`config.mk`:
```
export PLATFORM = sky130hd
export DESIGN_NAME = mem_stage_lsu
export DESIGN_NICKNAME = d
export VERILOG_FILES = /design/src/rtl/mem_stage_lsu.sv
export SDC_FILE = /design/constraint.sdc
export NUM_CORES = 1
export LEC_CHECK = 0
export ABC_AREA = 1
export ABC_CLOCK_PERIOD_IN_PS = 7750
export BUFFER_PORTS_ARGS = -buffer_cell sky130_fd_sc_hd__buf_2
export CAP_MARGIN = 30
export CORE_ASPECT_RATIO = 0.6
export CORE_MARGIN = 1.5
export CORE_UTILIZATION = 50
export CTS_CLUSTER_DIAMETER = 30
export DETAILED_ROUTE_END_ITERATION = 7
export PLACE_DENSITY = 0.9
export SETUP_SLACK_MARGIN = 0.4
export SLEW_MARGIN = 10
export SYNTH_ARGS = -nofsm -noshare
export SYNTH_HDL_FRONTEND = slang
export SYNTH_SLANG_ARGS = --single-unit
```
`constraint.sdc`:
```
create_clock -name clk -period 7.75 [get_ports clk]
set_clock_uncertainty 0.1 [all_clocks]
set_input_delay 1.55 -clock clk [delete_from_list [all_inputs] [get_ports clk]]
set_output_delay 1.55 -clock clk [all_outputs]
set_load 0.05 [all_outputs]
```
`src/rtl/mem_stage_lsu.sv`:
```
// ---------------------------------------------------------------------------
// mem_stage_lsu
//
// Load/store unit of the MEM stage of a 5-stage RV32I pipeline. Sits between
// the EX/MEM pipeline register and the data-cache port and feeds the MEM/WB
// register. Each memory instruction issues exactly one cache request. The
// pipeline is held until the response arrives, or until the wait watchdog
// expires. Load results leave this block already byte/half selected and
// sign- or zero-extended. Misaligned accesses complete immediately with a flag
// and never reach the cache.
//
// Parameters
//   MAX_WAIT      ACCESS cycles without data_resp before bus_err (0 = off)
//
// Ports
//   clk, rst_n    clock, synchronous active-low reset
//   req_valid     EX/MEM holds a valid memory instruction
//   req_load      1 = load, 0 = store
//   load_sel      regfilemux select: lw=0011 lb=0101 lbu=0110 lh=0111 lhu=1000
//   store_funct3  000=sb 001=sh 010=sw
//   req_addr      effective address
//   req_wdata     rs2 value
//   data_read     cache read strobe
//   data_write    cache write strobe
//   data_addr     word-aligned cache address
//   data_mbe      cache byte enables
//   data_wdata    store data replicated onto its byte lanes
//   data_resp     cache completion pulse
//   data_rdata    cache read data, valid with data_resp
//   stall         freeze IF..MEM
//   done          one-cycle completion pulse
//   load_data     formatted load result, held until the next capture
//   misaligned    access was misaligned, valid with done
//   bus_err       cache watchdog expired, valid with done
// ---------------------------------------------------------------------------
module mem_stage_lsu #(
  parameter int unsigned MAX_WAIT = 255
) (
  input  logic        clk,
  input  logic        rst_n,
  input  logic        req_valid,
  input  logic        req_load,
  input  logic [3:0]  load_sel,
  input  logic [2:0]  store_funct3,
  input  logic [31:0] req_addr,
  input  logic [31:0] req_wdata,
  output logic        data_read,
  output logic        data_write,
  output logic [31:0] data_addr,
  output logic [3:0]  data_mbe,
  output logic [31:0] data_wdata,
  input  logic        data_resp,
  input  logic [31:0] data_rdata,
  output logic        stall,
  output logic        done,
  output logic [31:0] load_data,
  output logic        misaligned,
  output logic        bus_err
);

  // regfilemux select encodings for the load flavours
  localparam logic [3:0] SEL_LB  = 4'b0101;
  localparam logic [3:0] SEL_LBU = 4'b0110;
  localparam logic [3:0] SEL_LH  = 4'b0111;
  localparam logic [3:0] SEL_LHU = 4'b1000;

  // store funct3 encodings (anything else behaves as sw)
  localparam logic [2:0] F3_SB = 3'b000;
  localparam logic [2:0] F3_SH = 3'b001;

  // Watchdog counter just wide enough to hold MAX_WAIT
  localparam bit               WDOG_EN   = (MAX_WAIT != 0);
  localparam int unsigned      CNT_W     = (MAX_WAIT < 2) ? 1 : $clog2(MAX_WAIT + 1);
  localparam logic [CNT_W-1:0] CNT_LIMIT = CNT_W'(MAX_WAIT);
  localparam logic [CNT_W-1:0] CNT_ONE   = CNT_W'(1);

  typedef enum logic [1:0] {
    ST_IDLE,
    ST_ACCESS,
    ST_DONE
  } state_e;

  typedef enum logic [1:0] {
    SZ_BYTE,
    SZ_HALF,
    SZ_WORD
  } size_e;

  // -------------------------------------------------------------------------
  // State and registered outputs
  // -------------------------------------------------------------------------
  state_e           state_q,      state_d;
  logic             data_read_q,  data_read_d;
  logic             data_write_q, data_write_d;
  logic [31:0]      data_addr_q,  data_addr_d;
  logic [3:0]       data_mbe_q,   data_mbe_d;
  logic [31:0]      data_wdata_q, data_wdata_d;
  logic [31:0]      load_data_q,  load_data_d;
  logic             misaligned_q, misaligned_d;
  logic             bus_err_q,    bus_err_d;
  logic             done_q,       done_d;
  logic [CNT_W-1:0] wait_cnt_q,   wait_cnt_d;

  // Load formatting context latched at acceptance, so the EX/MEM register is
  // free to change while the cache is busy.
  size_e            size_q,       size_d;
  logic             sext_q,       sext_d;
  logic [1:0]       off_q,        off_d;

  // -------------------------------------------------------------------------
  // Request decode (from the live EX/MEM inputs)
  // -------------------------------------------------------------------------
  size_e       req_size;
  logic        req_sext;
  logic        req_misaligned;
  logic [1:0]  req_off;
  logic [3:0]  req_mbe;
  logic [31:0] req_lane_wdata;

  assign req_off = req_addr[1:0];

  // NOTE: every signal written in an always_comb gets a default on entry;
  // a path that leaves one unassigned would infer a latch.
  always_comb begin
    req_size = SZ_WORD;
    req_sext = 1'b0;
    if (req_load) begin
      case (load_sel)
        SEL_LB:  begin req_size = SZ_BYTE; req_sext = 1'b1; end
        SEL_LBU: begin req_size = SZ_BYTE; req_sext = 1'b0; end
        SEL_LH:  begin req_size = SZ_HALF; req_sext = 1'b1; end
        SEL_LHU: begin req_size = SZ_HALF; req_sext = 1'b0; end
        default: begin req_size = SZ_WORD; req_sext = 1'b0; end
      endcase
    end else begin
      case (store_funct3)
        F3_SB:   req_size = SZ_BYTE;
        F3_SH:   req_size = SZ_HALF;
        default: req_size = SZ_WORD;
      endcase
    end
  end

  // Byte accesses can never be misaligned.
  always_comb begin
    case (req_size)
      SZ_HALF: req_misaligned = req_off[0];
      SZ_WORD: req_misaligned = |req_off;
      default: req_misaligned = 1'b0;
    endcase
  end

  // Store lane placement: the data is replicated across the word so the
  // byte enables alone select the lane. Loads always read the full word.
  always_comb begin
    req_mbe        = 4'b1111;
    req_lane_wdata = req_wdata;
    if (!req_load) begin
      case (req_size)
        SZ_BYTE: begin
          req_mbe        = 4'b0001 << req_off;
          req_lane_wdata = {4{req_wdata[7:0]}};
        end
        SZ_HALF: begin
          req_mbe        = 4'b0011 << req_off;
          req_lane_wdata = {2{req_wdata[15:0]}};
        end
        default: begin
          req_mbe        = 4'b1111;
          req_lane_wdata = req_wdata;
        end
      endcase
    end
  end

  // -------------------------------------------------------------------------
  // Load formatting (from the cache data and the latched context)
  // -------------------------------------------------------------------------
  logic [7:0]  rd_byte;
  logic [15:0] rd_half;
  logic [31:0] rd_fmt;

  always_comb begin
    rd_byte = data_rdata[{off_q, 3'b000} +: 8];
    rd_half = data_rdata[{off_q[1], 4'b0000} +: 16];
    case (size_q)
      SZ_BYTE: rd_fmt = {{24{sext_q & rd_byte[7]}}, rd_byte};
      SZ_HALF: rd_fmt = {{16{sext_q & rd_half[15]}}, rd_half};
      default: rd_fmt = data_rdata;
    endcase
  end

  // The counter holds the number of ACCESS cycles already spent, so the
  // current cycle is the last one allowed when counter+1 reaches the limit.
  logic timeout;
  assign timeout = WDOG_EN && ((wait_cnt_q + CNT_ONE) == CNT_LIMIT);

  // -------------------------------------------------------------------------
  // Next-state and output logic
  // -------------------------------------------------------------------------
  always_comb begin
    state_d      = state_q;
    data_read_d  = data_read_q;
    data_write_d = data_write_q;
    data_addr_d  = data_addr_q;
    data_mbe_d   = data_mbe_q;
    data_wdata_d = data_wdata_q;
    load_data_d  = load_data_q;
    misaligned_d = misaligned_q;
    bus_err_d    = bus_err_q;
    done_d       = 1'b0;
    wait_cnt_d   = wait_cnt_q;
    size_d       = size_q;
    sext_d       = sext_q;
    off_d        = off_q;
    stall        = 1'b0;

    case (state_q)
      ST_IDLE: begin
        stall = req_valid;
        if (req_valid) begin
          if (req_misaligned) begin
            // Completes immediately; the cache never sees this access.
            state_d      = ST_DONE;
            misaligned_d = 1'b1;
            done_d       = 1'b1;
          end else begin
            state_d      = ST_ACCESS;
            data_read_d  = req_load;
            data_write_d = !req_load;
            data_addr_d  = {req_addr[31:2], 2'b00};
            data_mbe_d   = req_mbe;
            data_wdata_d = req_load ? 32'h0 : req_lane_wdata;
            size_d       = req_size;
            sext_d       = req_sext;
            off_d        = req_off;
            wait_cnt_d   = '0;
          end
        end
      end

      ST_ACCESS: begin
        stall = 1'b1;
        // A response in the watchdog's final cycle still counts as success.
        if (data_resp) begin
          if (data_read_q) begin
            load_data_d = rd_fmt;
          end
          data_read_d  = 1'b0;
          data_write_d = 1'b0;
          state_d      = ST_DONE;
          done_d       = 1'b1;
        end else if (timeout) begin
          data_read_d  = 1'b0;
          data_write_d = 1'b0;
          bus_err_d    = 1'b1;
          load_data_d  = 32'h0;
          state_d      = ST_DONE;
          done_d       = 1'b1;
        end else if (WDOG_EN) begin
          wait_cnt_d = wait_cnt_q + CNT_ONE;
        end
      end

      ST_DONE: begin
        // req_valid here still belongs to the completing instruction, so
        // it is deliberately ignored and the FSM always returns to IDLE.
        misaligned_d = 1'b0;
        bus_err_d    = 1'b0;
        wait_cnt_d   = '0;
        state_d      = ST_IDLE;
      end

      default: begin
        state_d = ST_IDLE;
      end
    endcase
  end

  // -------------------------------------------------------------------------
  // Registers
  // -------------------------------------------------------------------------
  // NOTE: sequential state uses non-blocking assignments so every register
  // samples its _d value from before the edge, regardless of statement order.
  always_ff @(posedge clk) begin
    if (!rst_n) begin
      state_q      <= ST_IDLE;
      data_read_q  <= 1'b0;
      data_write_q <= 1'b0;
      data_addr_q  <= 32'h0;
      data_mbe_q   <= 4'h0;
      data_wdata_q <= 32'h0;
      load_data_q  <= 32'h0;
      misaligned_q <= 1'b0;
      bus_err_q    <= 1'b0;
      done_q       <= 1'b0;
      wait_cnt_q   <= '0;
      size_q       <= SZ_WORD;
      sext_q       <= 1'b0;
      off_q        <= 2'b00;
    end else begin
      state_q      <= state_d;
      data_read_q  <= data_read_d;
      data_write_q <= data_write_d;
      data_addr_q  <= data_addr_d;
      data_mbe_q   <= data_mbe_d;
      data_wdata_q <= data_wdata_d;
      load_data_q  <= load_data_d;
      misaligned_q <= misaligned_d;
      bus_err_q    <= bus_err_d;
      done_q       <= done_d;
      wait_cnt_q   <= wait_cnt_d;
      size_q       <= size_d;
      sext_q       <= sext_d;
      off_q        <= off_d;
    end
  end

  assign data_read  = data_read_q;
  assign data_write = data_write_q;
  assign data_addr  = data_addr_q;
  assign data_mbe   = data_mbe_q;
  assign data_wdata = data_wdata_q;
  assign load_data  = load_data_q;
  assign misaligned = misaligned_q;
  assign bus_err    = bus_err_q;
  assign done       = done_q;

endmodule

```
==> impl_results.md <==
- Outcome: finished, final reports clean
- Final hold violation count: 0
- GRT Total Usage: 27.8%
- First-pass GRT wire length: 27000 um
- Max Cap Viol: 0
- Cell area power density: 253 nW/um2
- CTS Buf Count: 17
- CTS Sinks: 118
- Number of synthesized register bits: 118
- Post-synth ARST share: 0%
- Critical Path Start Type: primary input
- Drt wl/cell: 14.3 um
- Crit Path Max Fanout: 92
- Post-CTS setup buffers: 0
- Final setup viols: 0
- Hold path endpoint: data_addr[31]
- Full die area: 12300 um2
- Type of destination of the critical path: flop
- Most used DFF post-synth: dfxtp_1
- Register area: 2360 um2
- 1st-iter DRT viols: 660
- Layout cells sized above 1: 25.2%
- Worst slew margin: 41.4%
- Worst VDD drop: 0.148 mV
- Routability congestion estimate: 0.929
- Reg2reg start: off_q[1]
- Hold Crit Class: reg -> reg
- EDFF count, synth: 0
- HP Start: data_addr[31]
- Worst-path cell chain: buf_2 -> nor2_1 -> o21ai_0 -> nand3_1 -> o21ai_0 -> inv_1 -> ha_1 -> nand2_1 -> nand2_1 -> nand3_1 -> nand3_4 -> buf_4 -> nor3_1 -> o21bai_1 -> a21oi_1
- CP delay by family, top: simple AND/OR/NAND/NOR gates
- Fin Setup TNS: 0 ns
- Distinct cells, synth: 30
- Core ar.: 11300 um2
- Routed Wire Length: 17400 um
- Commonest cells in the netlist: 202 x nand2_1, 138 x nor2_1, 131 x a21oi_1
- Final period util: 55.0%
- Initial antenna violation count: 0
- RSZ-0062 raised after global routing: no
- Total number of vias: 6403
- WP depth: 15
- Die Y: 86.6 um
- Seq/Total Area, Yosys: 40.5%
- Synthesis Warnings: 0
- Register-to-register setup slack: 5.01 ns
- Vias in the first global route: 5481
- Post-layout minimum cycle time: 4.26 ns
- Critical path buffer and inverter count: 3
- Post-layout nets: 1160
- WP data required: 7.98 ns
- Mapped Area: 5830 um2
- Maximum clock path buffer count: 2
- Fillcell total: 1027
- R2R Path End: load_data[14]
- Residual DRC count: 0
- Clock-pin slew on the worst setup and hold paths: 0.06 ns
- Worst Path Arrival: 4.49 ns
- Reg2Reg Depth: 11
- Post-synth top area share: 40.5%
- Largest net degree at the start of global routing: 93
- Root buf cell: clkbuf_16
- Top-count cell post-synth: nand2_1
- Final core occ: 65.2%
- Die W: 142 um
- DR pass1 iterations: 5
- Post-CTS Hold Buffers: 0
- Clk_lat worst skew: 0.40 ns
- Ant diodes: 0
- Layout area overhead: 26.8%
- H-tree Lvls: 4
- Worst Hold Path Cells: 2
- Crit path max-delay cell type: buf_4
- Syn_area_per_cell: 6.67 um2
- Worst Path Class, Setup: in -> reg
- Slowest stage delay, CP: 0.67 ns
- Area of the multi-input gates: 3020 um2
- IO Pins: 214
- Gr ovfl total: 0
- CTS tree: yes
- Worst slew pin tran: 0.878 ns
- Post-detailed-route count of antenna-violating nets: 0
- Fin. max-slew vios: 0
- Area leader, netlist: dfxtp_1
- Mapped Cells: 874
- Peak Freq: 0.235 GHz
- Vias per cell: 5.25
- Port Buffers: 211
- FP Rows: 30
- Post-CTS Resized: 0
- Top post-synthesis cells by area: dfxtp_1 41%, nand2_1 13%, a21oi_1 11%
- DP Wirelength: 12300 um
- Starting Density: 51.4%
- Static leakage: 0.00347 uW
==> tightest hold or removal path, delay by kind of cell (launching register included) <==
kind | cells | cell delay (ns)
flip-flops | 1 | 0.30
AND/OR/NAND/NOR | 1 | 0.06
AO/OA/AOI/OAI | 1 | 0.05
==> cell families after synthesis <==
kind of cell | Yosys count | share of synthesized area [%]
and+or+nand+nor | 430 | 30.1
AOI/OAI and AO/OA | 216 | 20.1
DFF | 118 | 40.5
buffers and inverters | 104 | 8.12
adders and majority gates | 5 | 1.07
other | 1 | 0.0644
==> state kept, by name (all words and copies together) (netlist names), 2 cells and up <==
register,count
size_q,2
data_wdata,32
data_mbe,4
off_q,2
state_q,2
load_data,32
data_addr,30
wait_cnt_q,8
==> stage by stage <==
stage	hold slack, ns	worst slack [ns]	instance area [um2]	instances	power, uW
5_1_grt	0.388	3.20	7390	1220	1950
3_3_place_gp	0.349	3.23	6830	1188	1140
6_report	0.361	3.49	7390	1220	1870
3_5_place_dp	0.352	3.12	6830	1188	1140
2_1_floorplan	0.344	3.74	5830	875	1030
4_1_cts	0.361	3.54	7390	1220	1880
==> cell usage in the layout, fill, tap and decap left out, types with 2 or more instances in the layout <==
cell type and instances:
clkinv_2 3, nand3_1 53, nor2_1 138, nor3_1 25, clkbuf_1 2, nand3_2 3, o221ai_1 7, a21oi_2 9
buf_2 211, ha_1 5, a21oi_1 131, dfxtp_1 118, clkbuf_8 2, inv_2 2, o21ai_1 4, a21boi_0 7
clkinv_4 4, o21a_1 2, clkbuf_16 17, inv_1 38, conb_1 2, nor2_2 3, buf_4 5, nand4_1 4
clkinvlp_4 3, nand2_1 201, o21ai_0 53
==> how the worst max path moves through the flow <==
stage                            from     endpoint  slack (ns)
final                     load_sel[3]  data_mbe[3]        3.49
after global routing      load_sel[2]  data_mbe[3]        3.20
after CTS                 load_sel[3]  data_mbe[3]        3.54
after detailed placement  load_sel[3]  data_mbe[3]        3.12
after global placement    load_sel[3]  data_mbe[3]        3.23
after floorplan             req_valid        stall        3.74
==> area by class of cell <==
type                    count  area share, %
multi-input cells         653           40.8
inverters                  41           2.08
repair buffers            216           14.8
flip-flops and latches    118           32.0
clock buffers              21           6.23
well taps                 160           2.71
clock inverters            11           1.39
==> where the power goes <==
part | switching (uW) | total, uW | internal (uW)
logic | 332 | 450 | 118
registers | 34.7 | 687 | 653
clock network | 279 | 736 | 457
==> routing by layer <==
| metal | track usage (%) | wire length [um] |
|---|---|---|
| met4 | 8.72 | 203 |
| met2 | 40.0 | 7190 |
| met3 | 8.23 | 1930 |
| met5 | 0 | 0 |
| met1 | 40.0 | 8070 |
Power figures use the tool's default switching activity.
